--- src/rtl/teller_dispatcher.sv ---
// teller_dispatcher: assigns queued customers to free tellers, pulses the front sensor
// line b once per departure, and tracks per-teller busy state and completed services.
// Optional build macro TELLER_MANUAL_DONE_EN: service ends on a teller_done pulse instead of a timer.
module teller_dispatcher #(
  parameter int SERVICE_CYCLES = 12,
  parameter int PULSE_W        = 2,
  parameter int GAP_CYCLES     = 3,
  parameter int SRV_W          = 8
) (
  input  logic             clk,
  input  logic             reset,
  input  logic [2:0]       pCount,
  input  logic [1:0]       tCount,
  input  logic [2:0]       teller_done,
  output logic             b,
  output logic             call_valid,
  output logic [1:0]       call_id,
  output logic [2:0]       teller_busy,
  output logic [SRV_W-1:0] served_count
);
  typedef enum logic [1:0] {IDLE, PULSE, GAP} state_t;
  localparam int CMAX = PULSE_W > GAP_CYCLES ? PULSE_W : GAP_CYCLES;
  localparam int CW   = $clog2(CMAX + 1);
  state_t           state_q, state_d;
  logic [CW-1:0]    cnt_q, cnt_d;
  logic             b_q, b_d, call_valid_q, call_valid_d;
  logic [1:0]       call_id_q, call_id_d;
  logic [2:0]       busy_q, busy_d;
  logic [SRV_W-1:0] served_q, served_d;
  logic [2:0]       open_m, free, gnt_oh, done;
  logic [1:0]       gnt, n_done;
  logic             go;
  logic [SRV_W:0]   sum;
  assign open_m = tCount == 2'd0 ? 3'b000 : tCount == 2'd1 ? 3'b001 : tCount == 2'd2 ? 3'b011 : 3'b111;
  assign free   = open_m & ~busy_q;
  assign gnt    = free[0] ? 2'd0 : free[1] ? 2'd1 : 2'd2;
  // decisions are only taken in IDLE, after the gap has let pCount settle
  assign go     = state_q == IDLE && pCount != 3'd0 && |free;
  assign gnt_oh = go ? 3'b001 << gnt : 3'b000;
`ifdef TELLER_MANUAL_DONE_EN
  localparam int unused_sc = SERVICE_CYCLES;
  // a done strobe only counts for a teller already busy, so a dispatch in the same cycle wins
  assign done = teller_done & busy_q;
`else
  localparam int TW = $clog2(SERVICE_CYCLES + 1);
  logic unused_done;
  assign unused_done = ^teller_done;
  for (genvar i = 0; i < 3; i++) begin : g_tmr
    logic [TW-1:0] tmr_q, tmr_d;
    assign done[i] = busy_q[i] && tmr_q == TW'(1);
    assign tmr_d   = gnt_oh[i] ? TW'(SERVICE_CYCLES) : busy_q[i] ? tmr_q - TW'(1) : '0;
    // per-teller service timer; loaded on dispatch, expires after SERVICE_CYCLES busy cycles
    always_ff @(posedge clk or negedge reset)
      if (!reset) tmr_q <= '0;
      else tmr_q <= tmr_d;
  end
`endif
  assign n_done   = 2'({1'b0, done[0]} + {1'b0, done[1]} + {1'b0, done[2]});
  assign sum      = {1'b0, served_q} + (SRV_W + 1)'(n_done);
  assign served_d = sum[SRV_W] ? '1 : sum[SRV_W-1:0];
  assign busy_d   = (busy_q & ~done) | gnt_oh;
  // next-state and registered outputs of the dispatch pulse/gap sequencer
  always_comb begin
    state_d      = state_q;
    cnt_d        = cnt_q;
    b_d          = b_q;
    call_valid_d = 1'b0;
    call_id_d    = call_id_q;
    case (state_q)
      IDLE: if (go) begin
        state_d      = PULSE;
        cnt_d        = CW'(PULSE_W - 1);
        b_d          = 1'b1;
        call_valid_d = 1'b1;
        call_id_d    = gnt;
      end
      PULSE: if (cnt_q == '0) begin
        state_d = GAP;
        cnt_d   = CW'(GAP_CYCLES - 1);
        b_d     = 1'b0;
      end else cnt_d = cnt_q - CW'(1);
      GAP: if (cnt_q == '0) state_d = IDLE;
      else cnt_d = cnt_q - CW'(1);
      default: begin
        state_d = IDLE;
        b_d     = 1'b0;
      end
    endcase
  end
  // state and output registers; reset drops b immediately even mid-pulse
  always_ff @(posedge clk or negedge reset)
    if (!reset) begin
      state_q      <= IDLE;
      cnt_q        <= '0;
      b_q          <= 1'b0;
      call_valid_q <= 1'b0;
      call_id_q    <= 2'd0;
      busy_q       <= 3'b000;
      served_q     <= '0;
    end else begin
      state_q      <= state_d;
      cnt_q        <= cnt_d;
      b_q          <= b_d;
      call_valid_q <= call_valid_d;
      call_id_q    <= call_id_d;
      busy_q       <= busy_d;
      served_q     <= served_d;
    end
  assign b            = b_q;
  assign call_valid   = call_valid_q;
  assign call_id      = call_id_q;
  assign teller_busy  = busy_q;
  assign served_count = served_q;
endmodule
--- config.mk ---
export PLATFORM = sky130hd
export DESIGN_NAME = teller_dispatcher
export DESIGN_NICKNAME = d
export VERILOG_FILES = /design/src/rtl/teller_dispatcher.sv
export SDC_FILE = /design/constraint.sdc
export NUM_CORES = 1
export LEC_CHECK = 0
export ABC_CLOCK_PERIOD_IN_PS = 4200
export BUFFER_PORTS_ARGS = -buffer_cell sky130_fd_sc_hd__buf_2
export CORE_UTILIZATION = 30
export CTS_BUF_LIST = sky130_fd_sc_hd__clkbuf_4 sky130_fd_sc_hd__clkbuf_8
export CTS_CLUSTER_SIZE = 25
export DETAILED_ROUTE_END_ITERATION = 10
export PLACE_DENSITY_LB_ADDON = 0.25
export SYNTH_ARGS = -nofsm -noshare
export SYNTH_HDL_FRONTEND = slang
export SYNTH_SLANG_ARGS = --single-unit
--- constraint.sdc ---
create_clock -name clk -period 4.2 [get_ports clk]
set_input_delay 0.84 -clock clk [delete_from_list [all_inputs] [get_ports clk]]
set_output_delay 0.84 -clock clk [all_outputs]
set_load 0.005 [all_outputs]
==> impl_metrics.json, run 1 <==
{
  "post_cts_buffers": 0,
  "avgSynthCellArea_um2": 11.07,
  "synth_fp_nets": 174,
  "crit_top_cell": "nand2_1",
  "power_leakage_nw": 0.9610,
  "synth_common_cells": "dfrtp_1, ha_1, inv_1",
  "critPathLaunch": "g_tmr[0].tmr_q[1]",
  "hpwl_um": 2313,
  "p_sw_share_pct": 36.31,
  "dieHeight_um": 75.89,
  "core_um2": 5172,
  "async_reset_ff_share_pct": 100.0,
  "slew-limit-headroom_pct": 52.76,
  "ant_nets": 0,
  "startpoint_type": "flop",
  "dp.cells": 239,
  "synth_seq_cells": 31,
  "max_freq_ghz": 0.3469,
  "io_pins": 25,
  "min_path_cells": 1,
  "path_max_fanout": 4,
  "synth_most_common_cell": "dfrtp_1",
  "hp-class": "flop to flop",
  "arrival_ns": 3.05,
  "seq_area_frac_synth_pct": 47.36,
  "tightest_slew_ns": 0.7086,
  "avgViaCountPerCell": 4.583,
  "place.gp.congestion": 0.7483,
  "syn_inst": 148,
  "hold_viol": 0,
  "clock-root-buffer": "clkbuf_8",
  "setup_viol": 0,
  "synth_ff_type": "dfrtp_1",
  "port_buffers": 21,
  "cts_made_buffers": 5,
  "final_cells": 247,
  "power_frac_comb_pct": 41.2,
  "rsz0062_at_grt": "no",
  "grt_pass1_vias": 1203,
  "cts.repair.resized": 0,
  "cts.sink_count": 31,
  "cp_num_buf_inv": 1,
  "clockBufferDepth": 2,
  "ys_top_cells_by_area": "dfrtp_1, ha_1, xnor2_1",
  "cp_top_family": "adder cells",
  "drc": 0,
  "status": "finished clean",
  "peakVddDrop_uv": 249.5,
  "fp.dieW_um": 75.89,
  "antenna_found_initial": 0,
  "setup_tns_ns": 0,
  "r2r_start": "g_tmr[0].tmr_q[1]",
  "worstSkewPairLatency_ns": 0.29,
  "cp-end-kind": "flop",
  "critPathCapture": "served_count[7]",
  "reg2reg_slack_ns": 1.32,
  "synth_area_um2": 1638,
  "initial_core_util_pct": 31.66,
  "maxSlewViolCount": 0,
  "drtIter0Drc": 28,
  "cts_tree": "built",
  "vias": 1132,
  "grt_pass1_wl_um": 5209,
  "clock_power_share_pct": 19.5,
  "fin_crit_sh_pct": 68.63,
  "fp.dieArea_um2": 5759,
  "cpPeakStageDelay_ns": 0.50,
  "antenna_cells": 0,
  "row_count": 26,
  "synth_cell_types": 35,
  "htreeDepth": 2,
  "gr-total-overflow": 0,
  "path_cells": "inv_1, ha_1, nand2_1, nor3_1, fa_1, ha_1, fa_1, and3_1, nand2_1, nand2_1, mux2_2",
  "skew_ns": 0.009847,
  "slowest_stage": "fa_1",
  "final_nets": 202,
  "p_switching_w": 0.0004951,
  "min_period_ns": 2.882,
  "path_class": "flop to flop",
  "synth_top_area_share_pct": 47.36,
  "rr_endpoint": "served_count[7]",
  "synth_area_leader_cell": "dfrtp_1",
  "drive_gt1_share_pct": 22.60,
  "synth_edf_count": 0,
  "cap_violations": 0,
  "p_per_area_nw_per_um2": 705.0,
  "cts-hold-fix-buffers": 0,
  "synth_warnings": 0,
  "gr-usage-all-layers_pct": 12.59,
  "internal_power_w": 0.0008685,
  "grt_max_degree": 32,
  "reg2regPathDepth": 11,
  "critPathRequiredTime_ns": 4.36,
  "cp.depth": 11,
  "syn_to_final_growth_pct": 18.11,
  "seq_power_share_pct": 39.3,
  "dr.pass1.iters": 4,
  "wl_um": 3065,
  "path_clk_slew_ns": 0.07,
  "wire_per_inst_um": 12.41
}
-- routing by layer --
layer / track usage (%) / wire length (um) / vias to the layer above
met3: 4.233 / 148 / 7
li1: - / - / 551
met1: 13.51 / 1326 / 551
met4: 5.556 / 50 / 0
met2: 22.42 / 1539 / 23
met5: 0 / 0 / -
-- logic make-up after synthesis --
group | after synthesis | synth area share (%)
compound gates | 25 | 11.54
xor+xnor | 9 | 4.813
fa+ha+maj | 16 | 13.14
buf+inv | 14 | 3.209
flops | 31 | 47.36
mux | 5 | 3.514
simple gates | 48 | 16.42
-- power by group through the flow --
stage	clock (W)	combinational [W]	sequential, W
2_1_floorplan	0	0.000426	0.000523
3_3_place_gp	0	0.000545	0.000535
3_5_place_dp	0	0.000573	0.000544
6_report	0.000266	0.000562	0.000536
5_1_grt	0.000292	0.000644	0.000559
4_1_cts	0.000278	0.000575	0.000540
-- sequential cells by signal, summed over array words and instances (netlist names) --
name          flops
teller_busy       3
call_valid        1
g_tmr.tmr_q      12
served_count      8
state_q           2
call_id           2
cnt_q             2
b                 1
-- cells in the final DEF (no fill, tap or decap), types with 3 or more instances in the layout --
cell      synthesis  routed
nor2b_1           7       7
clkbuf_8          0       7
nor3_1            6       6
xnor2_1           7       7
nand2b_1          3       3
nand2_1           9       9
dfrtp_1          31      31
nand3_1           4       4
ha_1             14      14
inv_1            14      14
nor2_1           10      10
buf_2             0      21
a21o_1            4       4
a21oi_1           7       7
-- metrics by stage --
| step | hold slack, ns | setup slack [ns] | instance area (um^2) | util, % | total power, W |
|---|---|---|---|---|---|
| 2_1_floorplan | 0.4451 | 1.573 | 1638 | - | 0.0009485 |
| 3_3_place_gp | 0.4697 | 1.326 | 1831 | 35.39 | 0.001080 |
| 3_5_place_dp | 0.4733 | 1.278 | 1831 | 35.39 | 0.001117 |
| 4_1_cts | 0.4830 | 1.254 | 1934 | 37.40 | 0.001392 |
| 5_1_grt | 0.5097 | 1.072 | 1934 | 37.40 | 0.001495 |
| 6_report | 0.4874 | 1.318 | 1934 | 37.40 | 0.001364 |
-- final cells by class --
type,instances,area [um^2]
Fill cell,529,3238
Multi-Input combinational cell,103,809.5
Sequential cell,31,775.7
Timing Repair Buffer,21,105.1
Clock buffer,8,103.9
Tap cell,70,87.58
Inverter,14,52.55
-- worst register-to-register path: stages (launching register included) --
cell     delay, ns
dfrtp_1       0.38
inv_1         0.08
ha_1          0.15
nand2_1       0.05
nor3_1        0.32
fa_1          0.50
ha_1          0.23
fa_1          0.43
and3_1        0.20
nand2_1       0.11
nand2_1       0.06
mux2_2        0.25
-- how the worst min path moves through the flow --
stage,slack (ns),from,end
4_1_cts,0.48,g_tmr[0].tmr_q[0],g_tmr[0].tmr_q[0]
3_3_place_gp,0.47,g_tmr[0].tmr_q[0],g_tmr[0].tmr_q[0]
2_1_floorplan,0.45,g_tmr[0].tmr_q[0],g_tmr[0].tmr_q[0]
3_5_place_dp,0.47,g_tmr[0].tmr_q[0],g_tmr[0].tmr_q[0]
6_report,0.49,g_tmr[0].tmr_q[0],g_tmr[0].tmr_q[0]
5_1_grt,0.51,g_tmr[0].tmr_q[0],g_tmr[0].tmr_q[0]
(Power assumes the default switching activity.)
==> run 2, diff against run 1 <==
- ABC_CLOCK_PERIOD_IN_PS: 4200 -> 2600
- clock period: 4.2 -> 2.6 ns (I/O delays scaled with it)
==> impl_metrics.json, run 2 (synthesis gave the netlist of run 1 again) <==
{
  "cts_made_buffers": 5,
  "cts.sink_count": 31,
  "critPathCapture": "served_count[7]",
  "antenna_cells": 0,
  "cts_tree": "built",
  "max_freq_ghz": 0.4036,
  "power_w": 0.002303,
  "maxSlewViolCount": 0,
  "skew_ns": 0.006925,
  "cap_violations": 0,
  "htreeDepth": 2,
  "path_class": "flop to flop",
  "min_period_ns": 2.478,
  "row_count": 26,
  "cpPeakStageDelay_ns": 0.46,
  "worstSkewPairLatency_ns": 0.28,
  "fin_area_um2": 2032,
  "ant_nets": 0,
  "hpwl_um": 2091,
  "regMostFlops": "g_tmr.tmr_q",
  "place_ws_ns": -0.003463,
  "hp-class": "primary input to asynchronous set/reset pin",
  "place.gp.congestion": 0.6942,
  "vias": 1124,
  "cts-hold-fix-buffers": 0,
  "clock-root-buffer": "clkbuf_8",
  "gr-usage-all-layers_pct": 12.63,
  "cp-end-kind": "flop",
  "rr_endpoint": "served_count[7]",
  "critPathRequiredTime_ns": 2.76,
  "avgViaCountPerCell": 4.391,
  "fp.dieW_um": 75.89,
  "reg2regPathDepth": 9,
  "io_pins": 25,
  "drtIter0Drc": 18,
  "setup_slack_ns": 0.1221,
  "tightest_slew_ns": 0.7127,
  "hold_viol": 0,
  "core_um2": 5172,
  "initial_core_util_pct": 31.66,
  "fp.dieArea_um2": 5759,
  "reg2reg_slack_ns": 0.12,
  "placed_area_um2": 1896,
  "dr.pass1.iters": 4,
  "grt_pass1_wl_um": 5154,
  "largest_reg_flops": 12,
  "fillCellCount": 504,
  "wire_per_inst_um": 11.85,
  "grt_max_degree": 32,
  "dp.cells": 247,
  "r2r_start": "g_tmr[2].tmr_q[0]",
  "final_common_cell": "dfrtp_1",
  "layout_common_cells": "dfrtp_1, buf_2, inv_1, ha_1, nor2_1",
  "gr-total-overflow": 0,
  "arrival_ns": 2.63,
  "slowest_stage": "fa_1",
  "critPathLaunch": "g_tmr[2].tmr_q[0]",
  "path_cells": "ha_1, and3_1, fa_1, ha_2, fa_2, and3_4, nand2_2, nand2_1, mux2_2",
  "setup_tns_ns": 0,
  "grt_pass1_vias": 1142,
  "antenna_found_initial": 0,
  "path_clk_slew_ns": 0.07,
  "p_per_area_nw_per_um2": 1134,
  "syn_to_final_growth_pct": 24.06,
  "final_nets": 211,
  "fin_crit_sh_pct": 95.30,
  "drc": 0,
  "path_max_fanout": 3,
  "drive_gt1_share_pct": 30.11,
  "port_buffers": 21,
  "setup_viol": 0,
  "clockBufferDepth": 2,
  "cp.depth": 9,
  "cp_top_family": "adder cells",
  "final_cells": 256,
  "cp_num_buf_inv": 0,
  "peakVddDrop_uv": 435.5,
  "dieHeight_um": 75.89,
  "power_leakage_nw": 1.004,
  "wl_um": 3034,
  "status": "finished clean",
  "startpoint_type": "flop",
  "slew-limit-headroom_pct": 52.49
}
run 2: changes by cell type in the layout (fill, tap and decap cells not counted), sizes merged:
cell and change:
buf +9
run 2: how the worst min path moves through the flow:
stage	from	end	slack, ns
6_report	reset	served_count[1]	0.29
2_1_floorplan	reset	b	0.22
5_1_grt	reset	g_tmr[1].tmr_q[3]	0.35
4_1_cts	reset	g_tmr[2].tmr_q[2]	0.33
3_5_place_dp	call_id[1]	call_id[1]	0.47
3_3_place_gp	call_id[1]	call_id[1]	0.46
run 2: cell type report:
class	count	area (um^2)	area share, %
multi-input cells	103	839.6	41.32
clock buffers	8	103.9	5.111
inverters	14	52.55	2.586
flip-flops and latches	31	775.7	38.18
well taps	70	87.58	4.310
repair buffers	30	172.7	8.498
run 2: routing by layer:
metal | track usage (%) | wire, um | part of all wire (%) | up-vias
li1 | - | - | - | 569
met1 | 15.61 | 1496 | 49 | 532
met2 | 19.76 | 1378 | 45 | 21
met3 | 5.423 | 135 | 4.4 | 2
met4 | 4.321 | 23 | 0.76 | 0
met5 | 0 | 0 | 0 | -
run 2: through the flow:
step,hold slack (ns),util (%)
CTS,0.3313,38.75
global route,0.3458,39.28
global placement,0.4560,36.65
finish,0.2948,39.28
detailed placement,0.4697,36.65
floorplan,0.2244,-
run 2: power by group:
group | internal, W | switching (W)
registers | 0.000690 | 0.000157
logic | 0.000539 | 0.000492
clock network | 0.000252 | 0.000173
total | 0.00148 | 0.000823
run 2: repair_timing:
action	in CTS	in global routing
resized for setup	2	5
setup endpoints to repair	1	7
pin swaps	2	2
setup buffers	0	1
